**config.mk**
```make
export PLATFORM = sky130hd
export DESIGN_NAME = seg7card_decoder
export DESIGN_NICKNAME = d
export VERILOG_FILES = /design/src/rtl/card_pkg.sv /design/src/rtl/seg_stable_filter.sv /design/src/rtl/seg7card_decoder.sv
export SDC_FILE = /design/constraint.sdc
export NUM_CORES = 1
export LEC_CHECK = 0
export CELL_PAD_IN_SITES_DETAIL_PLACEMENT = 0
export CELL_PAD_IN_SITES_GLOBAL_PLACEMENT = 2
export CORE_MARGIN = 8
export CORE_UTILIZATION = 31
export CTS_CLUSTER_SIZE = 10
export DETAILED_ROUTE_END_ITERATION = 6
export PLACE_DENSITY = 0.85
export SYNTH_ARGS = -nofsm -noshare
export SYNTH_HDL_FRONTEND = slang
export SYNTH_HIERARCHICAL = 1
export SYNTH_SLANG_ARGS = --single-unit
```
**constraint.sdc**
```tcl
create_clock -name clk -period 2 [get_ports clk]
set_clock_uncertainty 0.2 [all_clocks]
set_input_delay 0.2 -clock clk [delete_from_list [all_inputs] [get_ports clk]]
set_output_delay 0.2 -clock clk [all_outputs]
set_load 0.005 [all_outputs]
```
**src/rtl/card_pkg.sv**
```systemverilog
// Shared card/segment definitions for the card display encoder and the readback decoder.
// Segment patterns are active-high, bit6=a ... bit0=g.
package card_pkg;

    localparam int unsigned SEG_W  = 7;
    localparam int unsigned CARD_W = 4;
    localparam int unsigned CNT_W  = 4;

    typedef logic [SEG_W-1:0]  seg_t;
    typedef logic [CARD_W-1:0] card_t;

    // Payload handed to the consumer for every completed decode
    typedef struct packed {
        card_t card;
        card_t value;
        logic  blank;
        logic  illegal;
    } card_result_t;

    localparam seg_t SEG_BLANK = 7'b0000000;
    localparam seg_t SEG_ACE   = 7'b1110111;
    localparam seg_t SEG_TWO   = 7'b1101101;
    localparam seg_t SEG_THREE = 7'b1111001;
    localparam seg_t SEG_FOUR  = 7'b0110011;
    localparam seg_t SEG_FIVE  = 7'b1011011;
    localparam seg_t SEG_SIX   = 7'b1011111;
    localparam seg_t SEG_SEVEN = 7'b1110000;
    localparam seg_t SEG_EIGHT = 7'b1111111;
    localparam seg_t SEG_NINE  = 7'b1111011;
    localparam seg_t SEG_TEN   = 7'b1111110;
    localparam seg_t SEG_JACK  = 7'b0111100;
    localparam seg_t SEG_QUEEN = 7'b1110011;
    localparam seg_t SEG_KING  = 7'b0110111;

    localparam card_t CARD_BLANK   = 4'd0;
    localparam card_t CARD_ACE     = 4'd1;
    localparam card_t CARD_TWO     = 4'd2;
    localparam card_t CARD_THREE   = 4'd3;
    localparam card_t CARD_FOUR    = 4'd4;
    localparam card_t CARD_FIVE    = 4'd5;
    localparam card_t CARD_SIX     = 4'd6;
    localparam card_t CARD_SEVEN   = 4'd7;
    localparam card_t CARD_EIGHT   = 4'd8;
    localparam card_t CARD_NINE    = 4'd9;
    localparam card_t CARD_TEN     = 4'd10;
    localparam card_t CARD_JACK    = 4'd11;
    localparam card_t CARD_QUEEN   = 4'd12;
    localparam card_t CARD_KING    = 4'd13;
    localparam card_t CARD_ILLEGAL = 4'd15;

    localparam card_result_t RESULT_RESET = '{
        card:    CARD_BLANK,
        value:   4'd0,
        blank:   1'b1,
        illegal: 1'b0
    };

    // Inverse of the display encoder's card-to-segment map
    function automatic card_t seg_to_card(input seg_t seg);
        card_t c;
        c = CARD_ILLEGAL;
        case (seg)
            SEG_BLANK: c = CARD_BLANK;
            SEG_ACE:   c = CARD_ACE;
            SEG_TWO:   c = CARD_TWO;
            SEG_THREE: c = CARD_THREE;
            SEG_FOUR:  c = CARD_FOUR;
            SEG_FIVE:  c = CARD_FIVE;
            SEG_SIX:   c = CARD_SIX;
            SEG_SEVEN: c = CARD_SEVEN;
            SEG_EIGHT: c = CARD_EIGHT;
            SEG_NINE:  c = CARD_NINE;
            SEG_TEN:   c = CARD_TEN;
            SEG_JACK:  c = CARD_JACK;
            SEG_QUEEN: c = CARD_QUEEN;
            SEG_KING:  c = CARD_KING;
            default:   c = CARD_ILLEGAL;
        endcase
        return c;
    endfunction

    // Baccarat points: ace..nine count face value, tens/courts/blank/illegal count zero
    function automatic card_t card_value(input card_t c);
        card_t v;
        v = 4'd0;
        if (c >= CARD_ACE && c <= CARD_NINE) begin
            v = c;
        end
        return v;
    endfunction

    function automatic card_result_t decode_seg(input seg_t seg);
        card_result_t r;
        r.card    = seg_to_card(seg);
        r.value   = card_value(r.card);
        r.blank   = (r.card == CARD_BLANK);
        r.illegal = (r.card == CARD_ILLEGAL);
        return r;
    endfunction

endpackage

```
**src/rtl/seg_stable_filter.sv**
```systemverilog
// Samples the segment bus and flags when it has held the same value for STABLE_CYCLES samples.
// stable_c is a level: it stays high for as long as the pattern keeps holding.
module seg_stable_filter
    import card_pkg::*;
#(
    parameter int unsigned STABLE_CYCLES = 4
) (
    input  logic clk,
    input  logic resetb,
    input  seg_t seg_in,
    output seg_t s_q,
    output logic stable_c
);

    localparam logic [CNT_W-1:0] THRESH    = CNT_W'(STABLE_CYCLES);
    localparam logic [CNT_W-1:0] THRESH_M1 = CNT_W'(STABLE_CYCLES - 1);

    logic [CNT_W-1:0] cnt_q;
    logic             same_c;

    assign same_c = (seg_in == s_q);

    always_ff @(posedge clk or negedge resetb) begin
        if (!resetb) begin
            s_q   <= SEG_BLANK;
            cnt_q <= '0;
        end else begin
            s_q <= seg_in;
            if (!same_c) begin
                cnt_q <= '0;
            end else if (cnt_q < THRESH) begin
                cnt_q <= cnt_q + CNT_W'(1);
            end
        end
    end

    // Asserted in the cycle whose edge brings the count to its threshold, and while saturated
    assign stable_c = same_c && (cnt_q >= THRESH_M1);

endmodule

```
**src/rtl/seg7card_decoder.sv**
```systemverilog
// Decodes a settled 7-segment card pattern back to card code and baccarat value,
// delivering one valid/ready transaction per distinct stable pattern.
module seg7card_decoder
    import card_pkg::*;
#(
    parameter int unsigned STABLE_CYCLES = 4
) (
    input  logic              clk,
    input  logic              resetb,
    input  logic [SEG_W-1:0]  seg_in,
    output logic              out_valid,
    input  logic              out_ready,
    output logic [CARD_W-1:0] card,
    output logic [CARD_W-1:0] value,
    output logic              blank,
    output logic              illegal
);

    typedef enum logic {
        SETTLE  = 1'b0,
        PRESENT = 1'b1
    } state_t;

    state_t       state_q;
    seg_t         s_q;
    seg_t         last_rep_q;
    logic         stable_c;
    card_result_t res_q;
    logic         valid_q;

    seg_stable_filter #(
        .STABLE_CYCLES(STABLE_CYCLES)
    ) u_filter (
        .clk      (clk),
        .resetb   (resetb),
        .seg_in   (seg_in),
        .s_q      (s_q),
        .stable_c (stable_c)
    );

    // Present a new result only when the settled pattern differs from the last one reported
    always_ff @(posedge clk or negedge resetb) begin
        if (!resetb) begin
            state_q    <= SETTLE;
            valid_q    <= 1'b0;
            res_q      <= RESULT_RESET;
            last_rep_q <= SEG_BLANK;
        end else begin
            case (state_q)
                SETTLE: begin
                    if (stable_c && (s_q != last_rep_q)) begin
                        res_q      <= decode_seg(s_q);
                        last_rep_q <= s_q;
                        valid_q    <= 1'b1;
                        state_q    <= PRESENT;
                    end
                end
                PRESENT: begin
                    if (out_ready) begin
                        valid_q <= 1'b0;
                        state_q <= SETTLE;
                    end
                end
                default: begin
                    valid_q <= 1'b0;
                    state_q <= SETTLE;
                end
            endcase
        end
    end

    assign out_valid = valid_q;
    assign card      = res_q.card;
    assign value     = res_q.value;
    assign blank     = res_q.blank;
    assign illegal   = res_q.illegal;

endmodule

```
==> results.py, run 1 <==
metrics = {
    "logic_synthesis": {
        "synth_top_flop_cell": "sky130_fd_sc_hd__dfrtp_1",
        "postSynth.asyncResetShare_pct": 100,
        "synthDominantCellAreaShare_pct": 47.4,
        "synth_seq_cells": 30,
        "synthesis.area_per_instance_um2": 10.6,
        "yosys.cell_types.count": 45,
        "synth_area_leaders": "sky130_fd_sc_hd__dfrtp_1 (47%), sky130_fd_sc_hd__xnor2_1 (6.9%), sky130_fd_sc_hd__mux2_1 (5.2%)",
        "yosysWarningCount": 6,
        "synthDominantAreaCellType": "sky130_fd_sc_hd__dfrtp_1",
        "number_of_enable_flip_flop_cells_after_synthesis": 0,
        "synthesis.area_mm2": 0.00153,
        "synth_seq_area_share_pct": 49.1,
        "synth.net_count": 156,
        "synthesis.instances": 145,
    },
    "global_route": {
        "number_of_global_route_vias_before_repair": 1329,
        "grt_util_all_layers_pct": 10.2,
        "grt-ovfl-total": 0,
        "maximum_number_of_pins_on_one_net_before_global_route_repair": 31,
        "wire_length_of_the_first_global_routing_pass_mm": 6.09,
        "grt_antenna_before_repair": 0,
    },
    "sta": {
        "report.final.slew_viol_count": 0,
        "timing.slew.headroom_pct": 75.4,
        "fin_tns_setup_ns": -0.102,
        "tightest_slew_ns": 0.369,
        "setup_viol": 2,
        "min_hold_slack_ns": 0.106,
        "worst_slack_ns": -0.0562,
        "finalHoldViolations": 0,
        "unrepaired_setup_endpoints_after_global_routing": "yes",
        "min_period_over_period_pct": 103,
        "final_period_minus_worst_setup_slack_ns": 2.06,
        "clock.fmax_mhz": 486,
    },
    "critical_path": {
        "crit_top_cell": "sky130_fd_sc_hd__buf_4",
        "startpoint_type": "flop",
        "worstPathBufferInverterCount": 2,
        "critical_path.cell_chain": "buf_4 -> buf_4 -> nand2_1 -> nor4b_2 -> a21oi_1 -> a21o_1 -> mux2_2",
        "critical_path_class": "reg2reg",
        "cp_num_cells": 7,
        "critical_path.top_delay_family": "flip-flops",
        "endpoint_kind": "flop",
        "slowest_delay_ns": 0.44,
        "timing.critical_path.slowest_stage_cell": "sky130_fd_sc_hd__dfrtp_2",
        "crit_required_ns": 1.97,
        "count_of_cells_along_the_worst_register_to_register_path": 7,
        "worstPathArrival_ns": 2.02,
        "crit_fanout": 7,
    },
    "drt": {
        "first_iter_violations": 56,
        "dr.pass1.iters": 7,
        "postRouteAntennaNets": 0,
        "detailroute.via_count": 1294,
        "drc": 0,
        "totalWireLength_mm": 3.80,
        "avgRoutedWirePerCell_um": 14.4,
        "dr_vias_cell": 4.92,
    },
    "clock_network": {
        "clock_tree_from_tritoncts": "done",
        "clock_tree.htree_level_count": 2,
        "clock_latency_ns": 0.28,
        "cts_buffers": 5,
        "cts.sink_count": 30,
        "cts.reportedPaths.clkPinSlew_ns": 0.06,
        "cts-root-buf": "sky130_fd_sc_hd__clkbuf_8",
        "clk_path_buf_depth": 2,
    },
    "outcome": {
        "failed_checks": "negative setup slack",
        "run_status": "complete, but fails checks",
    },
    "final_layout": {
        "drive_above_1_share_pct": 38.3,
        "nets": 207,
        "num_antenna_cells": 0,
        "area_growth_syn_to_layout_pct": 48.4,
        "fill_cells": 468,
        "final_cell_mix": "sky130_fd_sc_hd__buf_4 (27), sky130_fd_sc_hd__dfrtp_1 (25), sky130_fd_sc_hd__clkdlybuf4s50_1 (20)",
        "final_common_cell": "sky130_fd_sc_hd__buf_4",
    },
    "placed_design": {
        "place.gp.congestion": 0.826,
        "place.port_buffers": 20,
        "place_hpwl_mm": 2.66,
        "dp_worst_setup_slack_ns": -0.271,
    },
    "run": {
        "drv.max_cap_violation_count": 0,
    },
    "floorplan": {
        "initial_core_util_pct": 32.2,
        "rows": 25,
        "coreArea_mm2": 0.00475,
        "design.portCount": 21,
        "design.die.area_mm2": 0.00744,
        "horiz_die_dim_um": 86.3,
        "die_height_um": 86.3,
    },
    "pwr": {
        "power.static_leakage_uw": 0.00102,
        "power_per_cell_area_mw_per_mm2": 552,
        "irDropWorstVdd_v": 0.000443,
    },
    "hold_path": {
        "hp-class": "in2async",
    },
}
==> power breakdown <==
part           switching, µW  internal, µW  total, µW
clock                    207           232        440
sequential              14.1           618        632
combinational           87.1          94.3        181
==> worst register-to-register path: cells and delay by family (launching register included) <==
family | cells | cell delay (ns)
buffers and inverters | 2 | 0.29
flip-flops | 1 | 0.44
AND/OR/NAND/NOR | 2 | 0.37
AO/OA/AOI/OAI | 2 | 0.39
multiplexers | 1 | 0.26
==> sequential cells by signal, summed over array words and instances (netlist names), 4 cells and up <==
name            cells
last_rep_q          7
u_filter/s_q        7
card                4
u_filter/cnt_q      4
value               4
==> per-stage QoR <==
step,std cells,instance area [µm²],util [%],total power [µW]
2_1_floorplan,145,1530,-,708
3_3_place_gp,246,1940,40.8,781
3_5_place_dp,246,1940,40.8,786
4_1_cts,261,2200,46.3,1260
5_1_grt,263,2270,47.8,1330
6_report,263,2270,47.8,1250
==> routing by layer <==
metal  GRT usage (%)  part of all wire [%]
met3            4.16                   5.8
met1            11.5                    43
met4            2.03                  0.82
met5               0                     0
met2            17.7                    50
==> cell families after synthesis <==
family                     after synthesis  synth area share [%]
xor gates and xnor gates                17                  9.73
muxes                                   11                  8.01
and+or+nand+nor                         50                  18.3
buffers and inverters                   13                  4.09
DFF                                     30                  49.1
AOI/OAI and AO/OA                       23                  9.89
adders and majority gates                1                 0.818
==> what timing repair did <==
action,CTS,global route
pin swaps,17,7
gates resized for setup,32,10
buffers inserted,8,2
hold buffers,0,0
endpoints found under the setup margin,17,19
endpoints found under the hold margin,0,0
==> area by class of cell <==
class / instances / area, µm² / area share, %
multi-input combinational: 102 / 862 / 38.0
sequential: 30 / 757 / 33.3
timing repair buffer: 53 / 474 / 20.9
tap: 67 / 83.8 / 3.69
clock buffer: 5 / 68.8 / 3.03
inverter: 4 / 15.0 / 0.661
clock inverter: 2 / 10.0 / 0.441
==> final timing paths <==
| check | from | end | slack (ns) |
|---|---|---|---|
| max | u_filter/s_q[3] | card[3] | -0.06 |
| min | resetb | card[0] | 0.11 |
| max reg2reg | u_filter/s_q[3] | card[3] | -0.06 |
| min reg2reg | value[3] | value[3] | 0.28 |
| max in group asynchronous | resetb | u_filter/s_q[0] | 1.19 |
| min in group clk | seg_in[5] | u_filter/s_q[5] | 0.22 |
==> cells in the mapped netlist, types with 2 or more instances <==
cell / n
sky130_fd_sc_hd__dfrtp_1: 29
sky130_fd_sc_hd__nand2_1: 17
sky130_fd_sc_hd__xnor2_1: 12
sky130_fd_sc_hd__buf_2: 8
sky130_fd_sc_hd__nor3_1: 8
sky130_fd_sc_hd__mux2_1: 7
sky130_fd_sc_hd__o21ai_0: 5
sky130_fd_sc_hd__xor2_1: 5
sky130_fd_sc_hd__inv_1: 4
sky130_fd_sc_hd__nor2_1: 4
sky130_fd_sc_hd__a21oi_1: 3
sky130_fd_sc_hd__mux2_2: 3
sky130_fd_sc_hd__nand4_1: 3
sky130_fd_sc_hd__a31oi_1: 2
sky130_fd_sc_hd__nand3_1: 2
sky130_fd_sc_hd__o21ai_1: 2
sky130_fd_sc_hd__o32ai_1: 2
sky130_fd_sc_hd__or2_2: 2
Note: power is estimated with default switching activity, not from simulation.
==> run 2: changes to the inputs <==
--- a/config.mk
+++ b/config.mk
@@ -8,11 +8,12 @@
 export CELL_PAD_IN_SITES_DETAIL_PLACEMENT = 0
 export CELL_PAD_IN_SITES_GLOBAL_PLACEMENT = 2
 export CORE_MARGIN = 8
-export CORE_UTILIZATION = 31
+export CORE_UTILIZATION = 32
 export CTS_CLUSTER_SIZE = 10
 export DETAILED_ROUTE_END_ITERATION = 6
+export GPL_TIMING_DRIVEN = 0
 export PLACE_DENSITY = 0.85
+export SETUP_SLACK_MARGIN = 0.3
 export SYNTH_ARGS = -nofsm -noshare
 export SYNTH_HDL_FRONTEND = slang
-export SYNTH_HIERARCHICAL = 1
 export SYNTH_SLANG_ARGS = --single-unit
==> results.py, run 2 <==
metrics = {
    "hold_path": {
        "holdPathEnd": "u_filter.s_q[3]",
        "min_path_cells": 1,
        "hp-class": "in2reg",
        "holdCritStartpoint": "seg_in[3]",
    },
    "final_layout": {
        "drive_above_1_share_pct": 37.5,
        "area_growth_syn_to_layout_pct": 39.8,
        "final_cell_mix": "sky130_fd_sc_hd__dfrtp_1 (26), sky130_fd_sc_hd__clkdlybuf4s50_1 (18), sky130_fd_sc_hd__buf_4 (17)",
        "num_antenna_cells": 0,
        "final_common_cell": "sky130_fd_sc_hd__dfrtp_1",
        "reg.largest.list": "last_rep_q (7), u_filter.s_q (7)",
        "final-instance-count-excl-fill": 270,
        "nets": 210,
    },
    "critical_path": {
        "endpoint_kind": "flop",
        "worstPathBufferInverterCount": 3,
        "critical_path_class": "reg2reg",
        "startpoint_type": "flop",
        "reg2reg_from": "u_filter.s_q[2]",
        "slowest_delay_ns": 0.37,
        "worstPathArrival_ns": 2.14,
        "crit_required_ns": 1.97,
        "crit_top_cell": "sky130_fd_sc_hd__buf_6",
        "count_of_cells_along_the_worst_register_to_register_path": 8,
        "critical_path.top_delay_family": "simple AND/OR/NAND/NOR gates",
        "cp_num_cells": 8,
        "critical_path.cell_chain": "buf_6 -> xor2_2 -> nor4_2 -> nand4_1 -> and3_4 -> buf_6 -> buf_12 -> mux2_4",
        "crit_fanout": 8,
        "timing.critical_path.slowest_stage_cell": "sky130_fd_sc_hd__dfrtp_1",
        "rr_endpoint": "last_rep_q[3]",
        "worst-r2r-setup-slack_ns": -0.17,
    },
    "clock_network": {
        "clock_latency_ns": 0.28,
        "clock_tree.htree_level_count": 2,
        "clk_path_buf_depth": 2,
        "cts.sink_count": 30,
        "cts-root-buf": "sky130_fd_sc_hd__clkbuf_8",
        "clock_tree_from_tritoncts": "done",
        "cts.reportedPaths.clkPinSlew_ns": 0.06,
        "cts_buffers": 5,
    },
    "placed_design": {
        "place.port_buffers": 20,
        "place_hpwl_mm": 2.75,
        "dpl.cell_count": 242,
        "place.gp.congestion": 0.727,
    },
    "floorplan": {
        "coreArea_mm2": 0.00507,
        "design.die.area_mm2": 0.00783,
        "design.portCount": 21,
        "horiz_die_dim_um": 88.5,
        "die_height_um": 88.5,
        "initial_core_util_pct": 33.1,
        "rows": 26,
    },
    "sta": {
        "tightest_slew_ns": 0.702,
        "min_period_over_period_pct": 109,
        "timing.slew.headroom_pct": 53.2,
        "worst_slack_ns": -0.172,
        "final_period_minus_worst_setup_slack_ns": 2.17,
        "fin_tns_setup_ns": -2.82,
        "report.final.slew_viol_count": 0,
        "min_hold_slack_ns": 0.214,
        "setup_viol": 19,
        "clock.fmax_mhz": 460,
        "unrepaired_setup_endpoints_after_global_routing": "yes",
        "finalHoldViolations": 0,
    },
    "drt": {
        "avgRoutedWirePerCell_um": 15.1,
        "detailroute.wirelength.met2_mm": 2.17,
        "m1WireLength_mm": 1.70,
        "postRouteAntennaNets": 0,
        "drc": 0,
        "detailroute.via_count": 1333,
        "totalWireLength_mm": 4.07,
        "highest-signal-layer": "met4",
        "dr_vias_cell": 4.94,
        "first_iter_violations": 41,
        "dr.pass1.iters": 4,
        "route.met3.wl_um": 78,
    },
    "logic_synthesis": {
        "synthDominantAreaCellType": "sky130_fd_sc_hd__dfrtp_1",
        "synthesis.instances": 152,
        "number_of_enable_flip_flop_cells_after_synthesis": 0,
        "synth_top_flop_cell": "sky130_fd_sc_hd__dfrtp_1",
        "netlist_top_cells_count": "sky130_fd_sc_hd__dfrtp_1 (29), sky130_fd_sc_hd__mux2_2 (9), sky130_fd_sc_hd__nor3_1 (9)",
        "synth_area_leaders": "sky130_fd_sc_hd__dfrtp_1 (43%), sky130_fd_sc_hd__mux2_2 (6.0%), sky130_fd_sc_hd__mux2_4 (5.4%)",
        "yosysWarningCount": 0,
        "synth.most_common_cell": "sky130_fd_sc_hd__dfrtp_1",
        "synth.net_count": 163,
        "postSynth.asyncResetShare_pct": 100,
        "yosys.cell_types.count": 45,
        "synthesis.area_per_instance_um2": 11.1,
        "synthDominantCellAreaShare_pct": 43.2,
        "synth_seq_cells": 30,
        "synth_seq_area_share_pct": 44.7,
        "synthesis.area_mm2": 0.00168,
    },
    "run": {
        "drv.max_cap_violation_count": 0,
    },
    "global_route": {
        "number_of_global_route_vias_before_repair": 1376,
        "grt-ovfl-total": 0,
        "wire_length_of_the_first_global_routing_pass_mm": 6.61,
        "maximum_number_of_pins_on_one_net_before_global_route_repair": 31,
        "grt_antenna_before_repair": 0,
        "grt_util_all_layers_pct": 11.0,
    },
    "outcome": {
        "failed_checks": "negative setup slack",
        "run_status": "complete, but fails checks",
    },
    "pwr": {
        "irDropWorstVdd_v": 0.000231,
        "power_per_cell_area_mw_per_mm2": 546,
        "power.static_leakage_uw": 0.00103,
    },
}
run 2: cell types whose count changed after synthesis, sizes merged, moves of 3 or more:
cell   delta
mux2      +5
xnor2     -4
nand2     -9
o21ai     -5
xor2      +3
or2       -3
and2      +3
run 2: through the flow:
step	setup WS, ns	area (µm²)	total power [µW]	utilization (%)
floorplan	-0.0733	1720	721	-
global placement	-0.518	2000	771	39.5
detailed placement	-0.537	2000	775	39.5
CTS	-0.240	2260	1290	44.6
global route	-0.247	2350	1350	46.3
finish	-0.172	2350	1280	46.3
run 2: kinds of logic (layout without fill, tap and decap cells):
group	count (synthesis)	in the layout	synth area share (%)
AOI/OAI and AO/OA	23	23	10.2
buffers and inverters	17	65	6.03
and+or+nand+nor	49	49	18.0
xor gates and xnor gates	16	16	8.33
DFF	30	30	44.7
muxes	16	16	12.0
adders and majority gates	1	1	0.744
run 2: how the worst max path moves through the flow:
stage / startpoint / end / slack (ns)
5_1_grt: u_filter.s_q[2] / last_rep_q[1] / -0.25
2_1_floorplan: u_filter.s_q[1] / card[1] / -0.07
3_5_place_dp: seg_in[1] / card[2] / -0.54
6_report: u_filter.s_q[2] / last_rep_q[3] / -0.17
4_1_cts: u_filter.s_q[1] / last_rep_q[0] / -0.24
3_3_place_gp: seg_in[5] / last_rep_q[3] / -0.52
run 2: area by class of cell:
class | count | area [µm²]
tap | 70 | 87.6
fill | 508 | 2720
buffer | 13 | 121
timing repair buffer | 40 | 370
inverter | 4 | 15.0
clock inverter | 1 | 5.00
clock buffer | 7 | 86.3
multi-input combinational | 105 | 910
sequential | 30 | 756
run 2: power breakdown:
part | leakage, µW | internal, µW | total (µW) | switching [µW]
clock network | 0.0000482 | 277 | 502 | 225
registers | 0.000391 | 615 | 623 | 7.67
logic | 0.000595 | 73.1 | 158 | 85.1
run 2: layer usage:
| layer | track usage [%] | vias up |
|---|---|---|
| li1 | - | 630 |
| met1 | 13.0 | 676 |
| met2 | 18.1 | 19 |
| met3 | 2.23 | 8 |
| met4 | 6.61 | 0 |
| met5 | 0 | - |
run 2: repair_timing:
item                       CTS  global route
resized for setup           13            21
setup buffers               17             2
pin swaps                    6            10
hold endpoints to repair     0            29
hold buffers                 0             1
setup endpoints to repair   49            23
